## src/rtl/cpu_sequencer.sv

```systemverilog
// Phase-based control sequencer for the RV32-subset core.
// Optional single-step input enabled by defining SEQ_STEP_EN.
module cpu_sequencer #(
  parameter int PC_W     = 5,
  parameter int PC_LAST  = 8,
  parameter int MEM_WAIT = 1
) (
  input  logic            CLOCK_50,
  input  logic            reset_n,
  input  logic            run,
`ifdef SEQ_STEP_EN
  input  logic            step,
`endif
  input  logic [6:0]      opcode,
  output logic [PC_W-1:0] pc,
  output logic [2:0]      state,
  output logic            ir_load,
  output logic            alu_src_imm,
  output logic            imm_s_type,
  output logic            reg_wrenable,
  output logic            mem_wrenable,
  output logic            mem_to_reg,
  output logic            busy,
  output logic            halted,
  output logic            illegal,
  output logic [15:0]     retired
);

  typedef enum logic [2:0] {
    S_IDLE   = 3'd0,
    S_FETCH  = 3'd1,
    S_DECODE = 3'd2,
    S_EXEC   = 3'd3,
    S_MEM    = 3'd4,
    S_WB     = 3'd5,
    S_HALT   = 3'd6
  } state_t;

  typedef enum logic [1:0] {
    C_R = 2'd0,
    C_I = 2'd1,
    C_S = 2'd2,
    C_L = 2'd3
  } cls_t;

  localparam logic [6:0] OP_R = 7'b0110011;
  localparam logic [6:0] OP_I = 7'b0010011;
  localparam logic [6:0] OP_S = 7'b0100011;
  localparam logic [6:0] OP_L = 7'b0000011;

  localparam int WW = (MEM_WAIT > 1) ? $clog2(MEM_WAIT) : 1;
  localparam logic [WW-1:0] WAIT_LAST = WW'(MEM_WAIT - 1);
  localparam logic [PC_W-1:0] PC_STOP = PC_W'(PC_LAST);

  state_t          state_q, state_d;
  cls_t            cls_q, cls_d, dec_cls;
  logic [PC_W-1:0] pc_q, pc_d;
  logic [15:0]     ret_q, ret_d;
  logic [WW-1:0]   wait_q, wait_d;
  logic            ill_q, ill_d;
  logic            dec_ok;
  logic            retire;
  logic            step_go;

`ifdef SEQ_STEP_EN
  logic step_q;

  always_ff @(posedge CLOCK_50 or negedge reset_n) begin
    if (!reset_n) step_q <= 1'b0;
    else          step_q <= step;
  end

  assign step_go = step & ~step_q;
`else
  assign step_go = 1'b0;
`endif

  always_comb begin
    dec_cls = C_R;
    dec_ok  = 1'b1;
    unique case (1'b1)
      (opcode == OP_R): dec_cls = C_R;
      (opcode == OP_I): dec_cls = C_I;
      (opcode == OP_S): dec_cls = C_S;
      (opcode == OP_L): dec_cls = C_L;
      default:          dec_ok  = 1'b0;
    endcase
  end

  always_comb begin
    state_d = state_q;
    cls_d   = cls_q;
    pc_d    = pc_q;
    ret_d   = ret_q;
    wait_d  = wait_q;
    ill_d   = ill_q;
    retire  = 1'b0;
    case (state_q)
      S_IDLE:   if (run || step_go) state_d = S_FETCH;
      S_FETCH:  state_d = S_DECODE;
      S_DECODE: begin
        if (!dec_ok) begin
          state_d = S_HALT;
          ill_d   = 1'b1;
        end else begin
          cls_d   = dec_cls;
          state_d = S_EXEC;
        end
      end
      S_EXEC: begin
        wait_d  = '0;
        state_d = (cls_q == C_S || cls_q == C_L) ? S_MEM : S_WB;
      end
      S_MEM: begin
        if (cls_q == C_L) begin
          if (wait_q == WAIT_LAST) state_d = S_WB;
          else                     wait_d  = wait_q + 1'b1;
        end else begin
          retire = 1'b1;
        end
      end
      S_WB:     retire = 1'b1;
      S_HALT:   state_d = S_HALT;
      default:  state_d = S_IDLE;
    endcase
    // pc stops at PC_LAST, so it never wraps
    if (retire) begin
      pc_d  = pc_q + 1'b1;
      ret_d = ret_q + 1'b1;
      if (pc_d == PC_STOP) state_d = S_HALT;
      else if (run)        state_d = S_FETCH;
      else                 state_d = S_IDLE;
    end
  end

  always_ff @(posedge CLOCK_50 or negedge reset_n) begin
    if (!reset_n) begin
      state_q <= S_IDLE;
      cls_q   <= C_R;
      pc_q    <= '0;
      ret_q   <= '0;
      wait_q  <= '0;
      ill_q   <= 1'b0;
    end else begin
      state_q <= state_d;
      cls_q   <= cls_d;
      pc_q    <= pc_d;
      ret_q   <= ret_d;
      wait_q  <= wait_d;
      ill_q   <= ill_d;
    end
  end

  logic in_xmw;

  assign in_xmw = (state_q == S_EXEC) || (state_q == S_MEM) ||
                  (state_q == S_WB);

  assign pc           = pc_q;
  assign state        = state_q;
  assign retired      = ret_q;
  assign illegal      = ill_q;
  assign ir_load      = (state_q == S_FETCH);
  assign reg_wrenable = (state_q == S_WB);
  assign mem_wrenable = (state_q == S_MEM) && (cls_q == C_S);
  assign mem_to_reg   = ((state_q == S_MEM) || (state_q == S_WB)) &&
                        (cls_q == C_L);
  assign alu_src_imm  = in_xmw && (cls_q != C_R);
  assign imm_s_type   = in_xmw && (cls_q == C_S);
  assign busy         = (state_q == S_FETCH) || (state_q == S_DECODE) ||
                        in_xmw;
  assign halted       = (state_q == S_HALT);

endmodule

```

## config.mk

```make
export PLATFORM = sky130hd
export DESIGN_NAME = cpu_sequencer
export DESIGN_NICKNAME = d
export VERILOG_FILES = /design/src/rtl/cpu_sequencer.sv
export SDC_FILE = /design/constraint.sdc
export NUM_CORES = 1
export LEC_CHECK = 0
export ABC_AREA = 1
export CAP_MARGIN = 20
export CORE_MARGIN = 1.5
export CORE_UTILIZATION = 28
export CTS_CLUSTER_SIZE = 28
export DETAILED_ROUTE_END_ITERATION = 16
export MAX_ROUTING_LAYER = met4
export SYNTH_ARGS = -nofsm -noshare
export SYNTH_HDL_FRONTEND = slang
export SYNTH_SLANG_ARGS = --single-unit
```

## constraint.sdc

```tcl
create_clock -name CLOCK_50 -period 1.8 [get_ports CLOCK_50]
set_clock_uncertainty 0.15 [all_clocks]
set_input_delay 0.18 -clock CLOCK_50 [delete_from_list [all_inputs] [get_ports CLOCK_50]]
set_output_delay 0.18 -clock CLOCK_50 [all_outputs]
set_load 0.01 [all_outputs]
```

==> summary.md <==
| Metric | Value |
|---|---|
| Outcome | completed |
| Max VDD drop | 0.440 mV |
| MaxCap Viol Count | 0 |
| Final non-filler cell total | 327 |
| Worst-Margin Slew | 0.350 ns |
| Layout area overhead | 36.7% |
| First-pass GRT wire length | 6.18 mm |
| Htree depth | 1 |
| Via Count | 1,422 |
| Buffers on Ports | 42 |
| CTS buffer count | 3 |
| Minimum clock period | 1.74 ns |
| Clock root cell | clkbuf_8 |
| GP Congestion | 0.846 |
| Final HPWL DP | 2.69 mm |
| Final hold viol count | 0 |
| Post-route cell area | 2140 um^2 |
| Worst EP required | 1.47 ns |
| Dpl cells | 322 |
| Crit path kind | flop to primary output |
| Drt initial violations | 32 |
| Asr flop ratio synth | 1.00 |
| Final net count | 268 |
| Fillers | 557 |
| Clock Tree Buf Depth | 2 |
| Post-DR wirelength/cell | 10.6 um |
| Initial Utilization | 0.288 |
| DR pass1 iterations | 4 |
| Placed Instance Area | 2090 um^2 |
| Clk Latency, worst-skew pair | 0.27 ns |
| Yosys warns | 0 |
| Crit-path max FO | 6 |
| Worst-path clk slew | 0.09 ns |
| Pin count of the biggest net entering global routing | 28 |
| Distinct cells, synth | 27 |
| Synthesized instance count | 205 |
| EDFF count, synth | 0 |
| Die Area | 6060 um^2 |
| Number of global-route vias before repair | 1,424 |
| Final setup violation count | 0 |
| Initial antenna violation count | 0 |
| Slew HR | 0.766 |
| Utilization after layout | 0.394 |
| Synthesized cell area | 1570 um^2 |
| Synth top area cells | dfrtp_1, nand2_1, nor2_1 |
| Crit share post-route | 0.964 |
| # rows | 27 |
| HP Class | primary input to asynchronous set/reset pin |
| Diode count | 0 |
| F_max | 576 MHz |
| Clock Sinks | 27 |
| CP Capture Type | primary output |
| Ys flop type | dfrtp_1 |
| Ports | 43 |
| Drt drc | 0 |
| Final WL | 3.47 mm |
| Crit start category | flop |
| Fin Setup TNS | 0 ns |
| Worst EP arrival | 1.41 ns |
| Post-synthesis sequential area ratio | 0.431 |
| Layout cell share with drive strength beyond 1 | 0.133 |
| Core area | 5440 um^2 |
| Tot Pwr | 2.60 mW |
| Area leader, netlist | dfrtp_1 |
| Leakage | 0.986 nW |
| Yosys reg bits | 27 |
| Routed vias/inst | 4.35 |
| Final ANT Viol Nets | 0 |
| Total GRT Usage | 0.128 |
| Syn avg cell area | 7.65 um^2 |
| Total gr overflow | 0 |
| Pwr Density | 1210 nW/um^2 |
| Share of the synthesized area in the top cell type | 0.431 |
| RSZ-0062 raised after global routing | false |
| Die height | 77.9 um |
| Die W | 77.9 um |
| TritonCTS clock tree | yes |
| Slew Viols, Final | 0 |
| Syn Nets | 217 |
## registers in the layout, indices dropped and copies added (netlist names)
name	count
state	3
illegal	1
pc	5
retired	16
cls_q	2
## worst max-delay path, stage by stage (launching register included)
cell and delay [ns]:
dfrtp_2 0.45, buf_4 0.16, clkdlybuf4s50_1 0.53
## per-layer routing
metal	routed length, um	vias to the layer above	part of all wire	track usage
met5	0	-	0	-
met4	10	0	0.0029	0.0164
met3	213	2	0.061	0.0341
met2	1660	32	0.48	0.217
met1	1580	650	0.46	0.156
li1	-	738	-	-
## per-stage QoR
step	setup WS, ns	hold slack, ns
finish	0.0646	0.123
global route	0.000713	0.161
CTS	0.0263	0.130
detailed placement	0.0629	0.318
global placement	0.0995	0.308
floorplan	0.321	-0.266
## path summary, 6_finish.rpt
check | startpoint | end | slack (ns) | cells past startpoint
max | state[2] | state[2] | 0.06 | 2
max in group asynchronous | reset_n | state[2] | 1.10 | 2
min in group CLOCK_50 | illegal | illegal | 0.33 | 1
min reg2reg | illegal | illegal | 0.33 | 1
max reg2reg | state[0] | state[0] | 0.22 | 9
min | reset_n | retired[15] | 0.12 | 2
## Yosys cell counts, types with 4 or more instances
cell,n
inv_1,21
xnor2_1,6
nand2_1,63
nor3_1,4
xor2_1,4
o21ai_2,4
nor2_1,28
dfrtp_1,27
nand3_1,10
o21ai_0,6
## cells in the final DEF, fill, tap and decap left out, types with 4 or more instances in the layout
| master | n |
|---|---|
| o21ai_2 | 4 |
| nand3_1 | 10 |
| nand2_1 | 63 |
| o21ai_0 | 6 |
| clkdlybuf4s50_1 | 33 |
| inv_1 | 21 |
| nor2_1 | 26 |
| dlygate4sd2_1 | 7 |
| dfrtp_1 | 26 |
| nor3_1 | 4 |
| nor2_2 | 5 |
| buf_4 | 7 |
| xnor2_1 | 6 |
| xor2_1 | 4 |
## power by group
| group | leakage (nW) | switching [mW] | internal (mW) |
|---|---|---|---|
| Combinational | 0.610 | 0.661 | 0.629 |
| Clock | 0.0255 | 0.190 | 0.155 |
| Sequential | 0.350 | 0.195 | 0.766 |
## final cells by class
class                   instances  area (um^2)  area share
clock inverters                 1         5.00     0.00233
well taps                      72         90.1      0.0420
clock buffers                   3         41.3      0.0193
repair buffers                 49          467       0.218
flip-flops and latches         27          677       0.316
multi-input cells             150          768       0.358
inverters                      25         96.3      0.0449
## repair_timing
action,in CTS,in global routing
gates resized for setup,9,4
setup buffers,1,0
hold buffers,0,0
endpoints found under the setup margin,9,4
## cells by family after synthesis
group           count (synthesis)  share of synthesized area
flops                          27                      0.431
buf+inv                        28                     0.0829
compound gates                 17                     0.0678
simple gates                  121                      0.347
fa+ha+maj                       2                     0.0159
xor+xnor                       10                     0.0558
(Power assumes the default switching activity.)
==> RTL edit: new RTL, same settings <==
Add a define of `SEQ_STEP_EN`.
--- a/src/rtl/cpu_sequencer.sv
+++ b/src/rtl/cpu_sequencer.sv
@@ -1,5 +1,7 @@
 // Phase-based control sequencer for the RV32-subset core.
 // Optional single-step input enabled by defining SEQ_STEP_EN.
+`define SEQ_STEP_EN
+
 module cpu_sequencer #(
   parameter int PC_W     = 5,
   parameter int PC_LAST  = 8,
Ports: changed (added step); port bits go from 43 to 44. The function was not compared with the original's and may differ.
==> RTL edit against the unedited design <==
- utilization grew 0.99 points
- critical path type unchanged
- setup slack gained 17 ps
- synthesized area is essentially flat
- highest routed layer unchanged
- clock power grew 46%
- hold slack lost 1.5 ps
- first-iteration DRC count grew 69%
- non-clock buffer count grew 3
- cell count grew 3.4%
- total power grew 8.7%
- routed wire length grew 1.9%
- sequential cell count grew 1
- combinational power grew 3%
- final area grew 2.5%
==> RTL edit: results (changes against the unedited design) <==
Worst setup path
  • CP max FO: 4 (-2)
  • R2R Setup Slk: 180 ps (-40 ps)
  • Worst R2R Start: retired[1]
  • FF-to-FF End: retired[6]
  • Reg2Reg Depth: 6 (-3)
  • WP data arrival: 1390 ps (-20 ps)

Drt
  • Met2 wire len: 1.52 mm (-8.6%)
  • Routed wl met3: 188 µm (-12%)
  • Drt pass-1 iters: 4 (unchanged)
  • Initial drt markers: 54 (+69%)
  • Vias per inst: 4.30 (-1.1%)
  • Routed len/inst: 10.5 µm (-1.4%)
  • Wl on met1: 1.79 mm (+13%)
  • Final wirelength: 3.54 mm (+1.9%)

Power
  • VDD IR max: 0.000557 V (+27%)
  • Leak: 1.02 nW (+3.2%)

GRT
  • First-pass GRT wire length: 5.94 mm (-3.9%)
  • Largest net degree at the start of global routing: 29 (+3.6%)
  • GRT Total Usage: 0.125 (-0.00280)
  • Number of global-route vias before repair: 1333 (-6.4%)

Status
  • Status: completed

Yosys
  • Average size of a mapped cell: 7.40 µm² (-3.4%)
  • Synth cell count leaders: nand2_1 (73), dfrtp_1 (28), nor2_1 (27)
  • Register area share after synthesis: 0.447 (+0.0163)
  • Top cells by area, synth: dfrtp_1 (45%), nand2_1 (17%), nor2_1 (6.5%)
  • Syn nets: 226 (+4.1%)
  • Cell variety after synth: 24 (-11%)

Placement
  • Placed Instances: 331 (+2.8%)
  • Setup WS pre-CTS: 54.4 ps (-8.55 ps)
  • Port bufs: 43 (+2.4%)
  • Placed cell area: 0.00211 mm² (+1.1%)
  • Post-DP HPWL: 2.63 mm (-2.3%)
  • Routability Congestion: 0.773 (-8.6%)

Clocking
  • Post-CTS setup buffers: 2 (+1)
  • Worst-skew pair later-pin latency: ~280 ps
  • Clock-pin slew on the worst setup and hold paths: 110 ps (+20 ps)

Timing
  • Slew @ Worst Pin: 368 ps (+17.2 ps)
  • Hold slack final: 121 ps (-1.45 ps)

Final layout
  • Layout cells sized above 1: 0.0827 (-0.0506)
  • Fillers: 583 (+4.7%)
  • Antenna Cells: 0 (unchanged)
  • # nets final: 281 (+4.9%)
  • Largest register FFs: 16 (unchanged)

Min path
  • Hold Crit Class: primary input to asynchronous set/reset pin
-- RTL edit: changes by cell type in the layout (fill, tap and decap cells not counted), sizes merged, moves of 3 or more --
cell,before,now
nand2,68,74
inv,25,28
nand3,11,8
nor2,32,29
nand3b,1,4
-- RTL edit: worst max path at each step --
stage | to | start | slack, ps
2_1_floorplan | retired[11] | state[2] | 290
3_3_place_gp | imm_s_type | state[0] | 100
3_5_place_dp | imm_s_type | state[0] | 50
4_1_cts | ir_load | state[2] | 60
5_1_grt | mem_wrenable | state[2] | 2
6_report | mem_wrenable | state[2] | 80
-- RTL edit: final cells by class --
class	instances	area (µm²)	share of cell area
well taps	72	90.1	0.0410
repair buffers	52	485	0.221
multi-input cells	154	746	0.339
clock buffers	3	41.3	0.0188
clock inverters	1	30.0	0.0137
flip-flops and latches	28	701	0.319
inverters	28	105	0.0478
-- RTL edit: power breakdown --
part	switching, W	total (W)	internal [W]
sequential	0.000193	0.000983	0.000790
combinational	0.000686	0.00133	0.000647
clock	0.000207	0.000505	0.000298
-- RTL edit: worst max-delay path, stage by stage (launching register included) --
cell,delay (ps)
dfrtp_1,420
inv_2,70
nor2_4,110
inv_1,70
nor4_1,170
clkdlybuf4s15_1,280
-- RTL edit: cell families after synthesis --
family / Yosys count / synth area share
and+or+nand+nor: 124 / 0.341
buffers and inverters: 30 / 0.0790
DFF: 28 / 0.447
AOI/OAI and AO/OA: 18 / 0.0591
xor gates and xnor gates: 9 / 0.0503
adders and majority gates: 3 / 0.0239
-- RTL edit: routing by layer --
metal  GRT usage  vias up
met5           -        -
met4      0.0491        0
met3      0.0247        4
met2       0.183       30
met1       0.169      652
li1            -      767
